**src/rtl/full_adder_1bit_structural_pkg.sv**
```systemverilog
// Shared constants for the 1-bit structural full adder and anything built from it.
package full_adder_1bit_structural_pkg;

  // Cycles from an in_valid capture to out_valid when REG_OUT=1.
  localparam int unsigned FA_LATENCY = 1;

endpackage

```
**src/rtl/full_adder_1bit_structural_half_adder.sv**
```systemverilog
// Gate-level half adder: s = a^b, c = a&b.
module half_adder (
  input  logic a,
  input  logic b,
  output logic s,
  output logic c
);

  xor u_xor (s, a, b);
  and u_and (c, a, b);

endmodule

```
**src/rtl/full_adder_1bit_structural.sv**
```systemverilog
// 1-bit full adder from two half adders plus an OR, with an optional
// registered copy of sum/carry qualified by a valid flag.
module full_adder_1bit_structural
  import full_adder_1bit_structural_pkg::*;
#(
  parameter bit REG_OUT = 1'b1
) (
  input  logic clk,
  input  logic rst_n,
  input  logic a,
  input  logic b,
  input  logic cin,
  input  logic in_valid,
  output logic sum_comb,
  output logic cout_comb,
  output logic sum,
  output logic cout,
  output logic out_valid
);

  logic p;
  logic g1;
  logic g2;

  half_adder u_ha1 (
    .a (a),
    .b (b),
    .s (p),
    .c (g1)
  );

  half_adder u_ha2 (
    .a (p),
    .b (cin),
    .s (sum_comb),
    .c (g2)
  );

  or u_or_carry (cout_comb, g1, g2);

  generate
    if (REG_OUT) begin : g_reg
      logic sum_q,   sum_d;
      logic cout_q,  cout_d;
      logic valid_q, valid_d;

      // Inputs are only looked at when in_valid is high, so an unknown
      // a/b/cin on an idle cycle never reaches the held result.
      always_comb begin
        sum_d   = sum_q;
        cout_d  = cout_q;
        valid_d = 1'b0;
        if (in_valid) begin
          sum_d   = sum_comb;
          cout_d  = cout_comb;
          valid_d = 1'b1;
        end
      end

      always_ff @(posedge clk) begin
        if (!rst_n) begin
          sum_q   <= 1'b0;
          cout_q  <= 1'b0;
          valid_q <= 1'b0;
        end else begin
          sum_q   <= sum_d;
          cout_q  <= cout_d;
          valid_q <= valid_d;
        end
      end

      assign sum       = sum_q;
      assign cout      = cout_q;
      assign out_valid = valid_q;
    end else begin : g_comb
      logic unused_clk_rst;

      assign unused_clk_rst = clk ^ rst_n;
      assign sum            = sum_comb;
      assign cout           = cout_comb;
      assign out_valid      = in_valid;
    end
  endgenerate

endmodule

```
**config.mk**
```make
export PLATFORM = sky130hd
export DESIGN_NAME = full_adder_1bit_structural
export DESIGN_NICKNAME = d
export VERILOG_FILES = /design/src/rtl/full_adder_1bit_structural_pkg.sv /design/src/rtl/full_adder_1bit_structural_half_adder.sv /design/src/rtl/full_adder_1bit_structural.sv
export SDC_FILE = /design/constraint.sdc
export NUM_CORES = 1
export LEC_CHECK = 0
export ABC_CLOCK_PERIOD_IN_PS = 830
export CAP_MARGIN = 25
export CORE_AREA = 2 2 39 41
export DETAILED_ROUTE_END_ITERATION = 16
export DIE_AREA = 0 0 41 43
export SYNTH_ARGS = -nofsm -noshare
export SYNTH_HDL_FRONTEND = slang
export SYNTH_SLANG_ARGS = --single-unit
```
**constraint.sdc**
```tcl
create_clock -name clk -period 0.83 [get_ports clk]
set_input_delay 0.083 -clock clk [delete_from_list [all_inputs] [get_ports clk]]
set_output_delay 0.083 -clock clk [all_outputs]
set_load 0.02 [all_outputs]
```
# Word-level counts from Yosys, hierarchy flattened
# Cells that the tools add are included.
dict set report word_totals {
  reg_bits 3
  input_bits 6
  output_inout_bits 5
  word_cells 9
}
dict set report op_classes {
  n_mux 1
  bitwise_logic 5
}
# cell count
set op_table {}
lappend op_table {{AND 1 bit} 2}
lappend op_table {{bitwise XOR 1 bit} 2}
lappend op_table {{2-to-1 mux 1 bit} 1}
lappend op_table {{OR 1 bit} 1}

# Depth between registers and ports, before layout
dict set report depth {
  word_depth 3
  ltp_mapped 3
}

# Modules after synthesis
# Synthesis repeated with hierarchy kept, for this count alone.
dict set report hier_totals {
  hier_cells 12
  hier_area_um2 126.4
}
# module instances cells_each area_each_um2 seq_area_each_um2
set by_module_without_submodules {}
lappend by_module_without_submodules {full_adder_1bit_structural 1 10 101.3 60.1}
lappend by_module_without_submodules {half_adder 2 1 12.5 0.0}

# Least setup slack after synthesis
# Ideal clock, no wire load.
dict set report synth_path {
  kind {input -> register}
  start {input port a}
  end {register g_reg.sum_q (netlist: sum)}
  arrival_time_ns 0.943
  t_required_ns 0.765
  path_slack_ns -0.178
  cell_stages 3
  path_buffers 0
  path_cell_list {fa_1 mux2i_1 nor2b_1}
}
dict set report synth_between {
  elab_chain_len 2
}
# item line
set synth_lines {}
lappend synth_lines {{from (decl)} full_adder_1bit_structural.sv:10} ;# input logic a,
lappend synth_lines {{bitwise XOR 1 bit (2 in series)} full_adder_1bit_structural_half_adder.sv:9} ;# xor u_xor (s, a, b);
lappend synth_lines {{to (signal assigned)} full_adder_1bit_structural.sv:66} ;# sum_q <= sum_d;
lappend synth_lines {{to (decl)} full_adder_1bit_structural.sv:43} ;# logic sum_q, sum_d;
# Every way passes these cells.
# A chain may end at the register's enable or synchronous reset.

# Worst setup path in the final report
dict set report layout_path {
  start {input port a}
  end {output port sum_comb}
}
dict set report layout_between {
  elab_chain_len 2
}
# item line
set layout_lines {}
lappend layout_lines {{bitwise XOR 1 bit (2 in series)} full_adder_1bit_structural_half_adder.sv:9}
lappend layout_lines {{to (decl)} full_adder_1bit_structural.sv:14} ;# output logic sum_comb,
# Every way passes these cells.

==> reports/results.ini <==
[setup_path]
worstPathCellList=buf_6, fa_2, buf_6
crit_slowest_cell=fa_2
critPathKind=in2out
slowest_delay_ps=580
r2r_cells=3
worst_setup_path_start_kind=primary input
crit_arrival_ps=880
cp-end-kind=output port
crit_path_max_fanout=2
r2r-end=cout$_SDFFE_PN0P_
r2r_slack_ps=130
r2r_start=cout$_SDFFE_PN0P_
path_common_cell=buf_6
worstPathRequired_ps=750

[clock_network]
post_cts_buffers=0
insertion_delay_ps=230
cts_buffers=3
cts_tree=done
clock_tree.buffer_depth=2
h-tree-depth=1
clock-sinks=3
cts_hold_buf=0
cts.root.buffer_cell=clkbuf_4
clkTransAtPathRegs_ps=40

[cells_and_area]
layout.nets=33
final_cell_mix=buf_2, clkbuf_4, dfxtp_1, buf_6, buf_4
insertedDiodeCount=0
layout-drive-gt1-share_pct=60.0
fin_cells=41
mostFrequentLayoutCell=buf_2
area_growth_pct=121

[grt]
grt_overflow_total=0
grtUsageTotal_pct=4.93
grt_pass1_wl_um=462
grt_pass1_vias=120
grt_max_degree=4
grt_antenna_before_repair=0

[sta]
drv_slew=0
setup_ws_ps=-133
post-route-period-util_pct=116
skew_ps=0
final-setup-viol-count=1
worstMarginPinSlew_ps=118
layout_min_cycle_time_ps=963
fin_setup_tns_ps=-133
rsz0062_at_grt=yes
clock.fmax_mhz=1040
hold_viol_final=0
slew-limit-headroom_pct=91.9

[hold_path]
hold_path.class=in2reg
hold_path_depth=4
holdPathEnd=sum$_SDFFE_PN0P_
min_from=cin

[drt]
vias=117
wirelength_um=292
via_per_inst=2.85
drtPass1Iterations=2
drtIter0Drc=4
ant_nets=0
drc=0
wl_per_cell_um=7.12

[yosys]
netlist_instances=9
ys_top_cells_by_area=dfxtp_1, fa_1, mux2i_1
syn_area_um2=120
ys_seq_area_share_pct=50.0
synth_seq_cells=3
yosys_warnings=0
syn-num-nets=16
synth_top_area_cell=dfxtp_1
syn_area_per_cell_um2=13.3
yosysUniqueCellTypes=5
yosys.area.top_type_share_pct=50.0

[placed_design]
gp_routability_congestion=0.614
port_buffers=10
placed_cells=37

[floorplanning]
die_w_um=41
pin_count=11
die_area_mm2=0.00176
die_y_um=43
initial_utilization_pct=8.68
num_rows=14
fp.coreArea_mm2=0.00138

[power_and_ir_drop]
cellLeakagePower_nw=0.124
peakVddDrop_mv=0.355
p_per_area_mw_per_mm2=2050

[outcome]
status=complete, but fails checks
violations=setup timing

[flow_run]
cap_violations=0

through the flow:
| step | power (mW) | instance area [µm²] | setup slack, ps | hold slack (ps) | utilization (%) |
|---|---|---|---|---|---|
| after floorplan | 0.222 | 123 | -124 | 211 | - |
| after global placement | 0.301 | 258 | -970 | 500 | 18.6 |
| after detailed placement | 0.302 | 258 | -976 | 510 | 18.6 |
| after CTS | 0.562 | 256 | -140 | 350 | 18.5 |
| after global routing | 0.582 | 265 | -155 | 364 | 19.2 |
| final | 0.543 | 265 | -133 | 340 | 19.2 |
synthesized netlist by cell type (all sizes together):
| library cell | n |
|---|---|
| dfxtp | 3 |
| mux2i | 2 |
| nor2b | 2 |
| and2 | 1 |
| fa | 1 |
flip-flops by register name (all words and copies together), names as in the netlist:
| signal | count |
|---|---|
| cout | 1 |
| out_valid | 1 |
| sum | 1 |
routing by layer:
| metal | routed length [µm] | part of all wire [%] | GRT usage, % |
|---|---|---|---|
| met1 | 138 | 47 | 4.85 |
| met2 | 84 | 29 | 3.75 |
| met3 | 69 | 24 | 6.81 |
| met4 | 0 | 0 | 6.00 |
| met5 | 0 | 0 | 0 |
report_power, final:
group	switching [mW]	internal (mW)	total [mW]
sequential	0.00391	0.156	0.159
combinational	0.0574	0.0707	0.128
clock	0.0757	0.180	0.256
cells by family (layout without fill, tap and decap cells):
group,after synthesis,after routing,synth area share (%)
flops,3,3,50.0
simple gates,3,3,16.7
mux,2,2,16.7
fa+ha+maj,1,1,16.7
buf+inv,0,16,0
worst max-delay path, delay by kind of cell:
kind,cells,cell delay [ps]
adder cells (fa/ha/maj),1,580
buffers and inverters,2,210
how the worst max path moves through the flow:
| stage | start | to | slack [ps] | cells past startpoint |
|---|---|---|---|---|
| global placement | a | sum_comb | -970 | 3 |
| global route | a | sum_comb | -160 | 3 |
| finish | a | sum_comb | -130 | 3 |
| detailed placement | a | sum_comb | -980 | 3 |
| floorplan | a | sum$_SDFFE_PN0P_ | -120 | 3 |
| CTS | cin | sum_comb | -140 | 3 |
what timing repair did:
| action | CTS | global route |
|---|---|---|
| resized for setup | 35 | 2 |
| endpoints found under the setup margin | 7 | 2 |
| pin swaps | 1 | 1 |
area by class of cell:
| type | instances | area, µm² |
|---|---|---|
| Sequential cell | 3 | 60.1 |
| Timing Repair Buffer | 12 | 96.3 |
| Multi-Input combinational cell | 6 | 62.6 |
| Tap cell | 16 | 20.0 |
| Fill cell | 156 | 1120 |
| Clock buffer | 4 | 26.3 |
Power figures use the tool's default switching activity.
==> RTL change, RTL diff (config.mk and constraints unchanged) <==
Add an input register stage for `in_valid`; this delays it by one clock. The other inputs are not delayed to match. Comments in the files are not updated.
--- a/src/rtl/full_adder_1bit_structural.sv
+++ b/src/rtl/full_adder_1bit_structural.sv
@@ -17,6 +17,12 @@
   output logic cout,
   output logic out_valid
 );
+
+  logic in_valid_q;
+
+  always_ff @(posedge clk) begin
+    in_valid_q <= in_valid;
+  end
 
   logic p;
   logic g1;
@@ -50,7 +56,7 @@
         sum_d   = sum_q;
         cout_d  = cout_q;
         valid_d = 1'b0;
-        if (in_valid) begin
+        if (in_valid_q) begin
           sum_d   = sum_comb;
           cout_d  = cout_comb;
           valid_d = 1'b1;
@@ -78,7 +84,7 @@
       assign unused_clk_rst = clk ^ rst_n;
       assign sum            = sum_comb;
       assign cout           = cout_comb;
-      assign out_valid      = in_valid;
+      assign out_valid      = in_valid_q;
     end
   endgenerate
 
Formal check against the unedited RTL: not equivalent (a bounded check fails within 4 cycles, from zero or initial values and one cycle with rst_n low).
==> RTL change against the original RTL <==
Largest power group unchanged; combinational power rose by 6%; power rose by 8.3%; synthesized area grew 17%; final area is 12% higher; worst setup slack improved by 0.0016 ns; critical path type unchanged; routed wire length increased by 4.1%; cell count grew 2.4%; the flow still finishes with violations (setup timing); sequential cell count increased by 1; register-to-register slack worse by 0.03 ns; sequential power increased by 35%.
==> RTL change: results (changes against the original RTL) <==
Status
  – Status: finished with violations
  – Violated checks: setup timing

Power
  – Peak supply drop: 641 uV (+81%)

Cells and area
  – Layout cells sized above 1: 65.4% (+5.4 points)
  – Filler cell count in the final layout: 151 (-3.2%)
  – Final Net Count: 35 (+6.1%)

Worst setup path
  – Worst R2R Setup Slack: 0.10 ns (-0.03 ns)
  – Worst Reg-to-Reg Cells: 2 (-1)
  – Worst stage delay on the critical path: 0.58 ns (about the same)
  – RR Startpoint: in_valid_q

Yosys
  – Post-synth top cells: 4 x dfxtp_1, 2 x mux2i_1, 2 x nor2b_1
  – Sequential share of the synthesized area: 57.1% (+7.1 points)
  – Top post-synthesis cells by area: dfxtp_1 57%, fa_1 14%, mux2i_1 14%, nor2b_1 8.9%, and2_2 5.4%

Placed design
  – RePlAce Congestion: 0.607 (-1.1%)
  – Cell Area, Placed: 285 um^2 (+11%)

Timing
  – Final Skew: 0.00230 ns (+0.00230 ns)
  – Final setup margin: -0.132 ns (+0.00159 ns)
  – # setup viols final: 1 (unchanged)
  – Worst Tran Pin Value: 0.117 ns (-0.00147 ns)

Route
  – DR iter-0 viols: 1 (-3)
  – Routed via count: 134 (+15%)
  – Routed WL: 304 um (+4.1%)

GRT
  – Total GRT Usage: 5.33% (+0.40 points)
  – Vias in the first global route: 136 (+13%)

Min path
  – HP Start: in_valid
RTL change: how the worst min path moves through the flow:
stage	slack, ns	endpoint	depth (start not counted)
2_1_floorplan	0.11	in_valid_q	0
3_3_place_gp	0.54	in_valid_q	1
3_5_place_dp	0.54	in_valid_q	1
4_1_cts	0.29	in_valid_q	1
5_1_grt	0.31	in_valid_q	1
6_report	0.30	in_valid_q	1
RTL change: area by class of cell:
class	instances	area, um^2	area share [%]
multi-input cells	6	62.6	21.1
flip-flops and latches	4	81.3	27.4
repair buffers	13	110	37.1
clock buffers	3	22.5	7.59
well taps	16	20.0	6.75
RTL change: metal layers:
metal / track usage, % / wire, um / up-vias
met1: 4.85 / 135 / 57
met2: 5.31 / 106 / 11
li1: - / - / 66
met5: 0 / 0 / -
met3: 6.28 / 61 / 0
met4: 6.00 / 0 / 0
RTL change: timing repair:
| item | in CTS | in global routing |
|---|---|---|
| endpoints found under the setup margin | 7 | 3 |
| gates resized for setup | 35 | 5 |
| hold buffers | 0 | 0 |
| pin swaps | 1 | 1 |
| setup buffers | 0 | 0 |
RTL change: logic make-up after synthesis:
family | after synthesis | share of synthesized area (%)
flip-flops | 4 | 57.1
adder cells (fa/ha/maj) | 1 | 14.3
AND/OR/NAND/NOR | 3 | 14.3
multiplexers | 2 | 14.3
RTL change: per-stage QoR:
stage	std cells	total power [mW]	TNS, ns	worst slack, ns	hold WS, ns
floorplan	10	0.276	-0.124	-0.124	0.111
global placement	39	0.359	-3.16	-0.971	0.538
detailed placement	39	0.360	-3.22	-0.976	0.536
CTS	42	0.595	-0.141	-0.141	0.286
global route	42	0.626	-0.153	-0.153	0.310
finish	42	0.588	-0.132	-0.132	0.296
RTL change: power breakdown:
part           internal [mW]  switching [mW]  total [mW]
Clock                  0.161          0.0756       0.237
Sequential             0.207         0.00786       0.215
Combinational         0.0801          0.0561       0.136
Total                  0.449           0.140       0.588
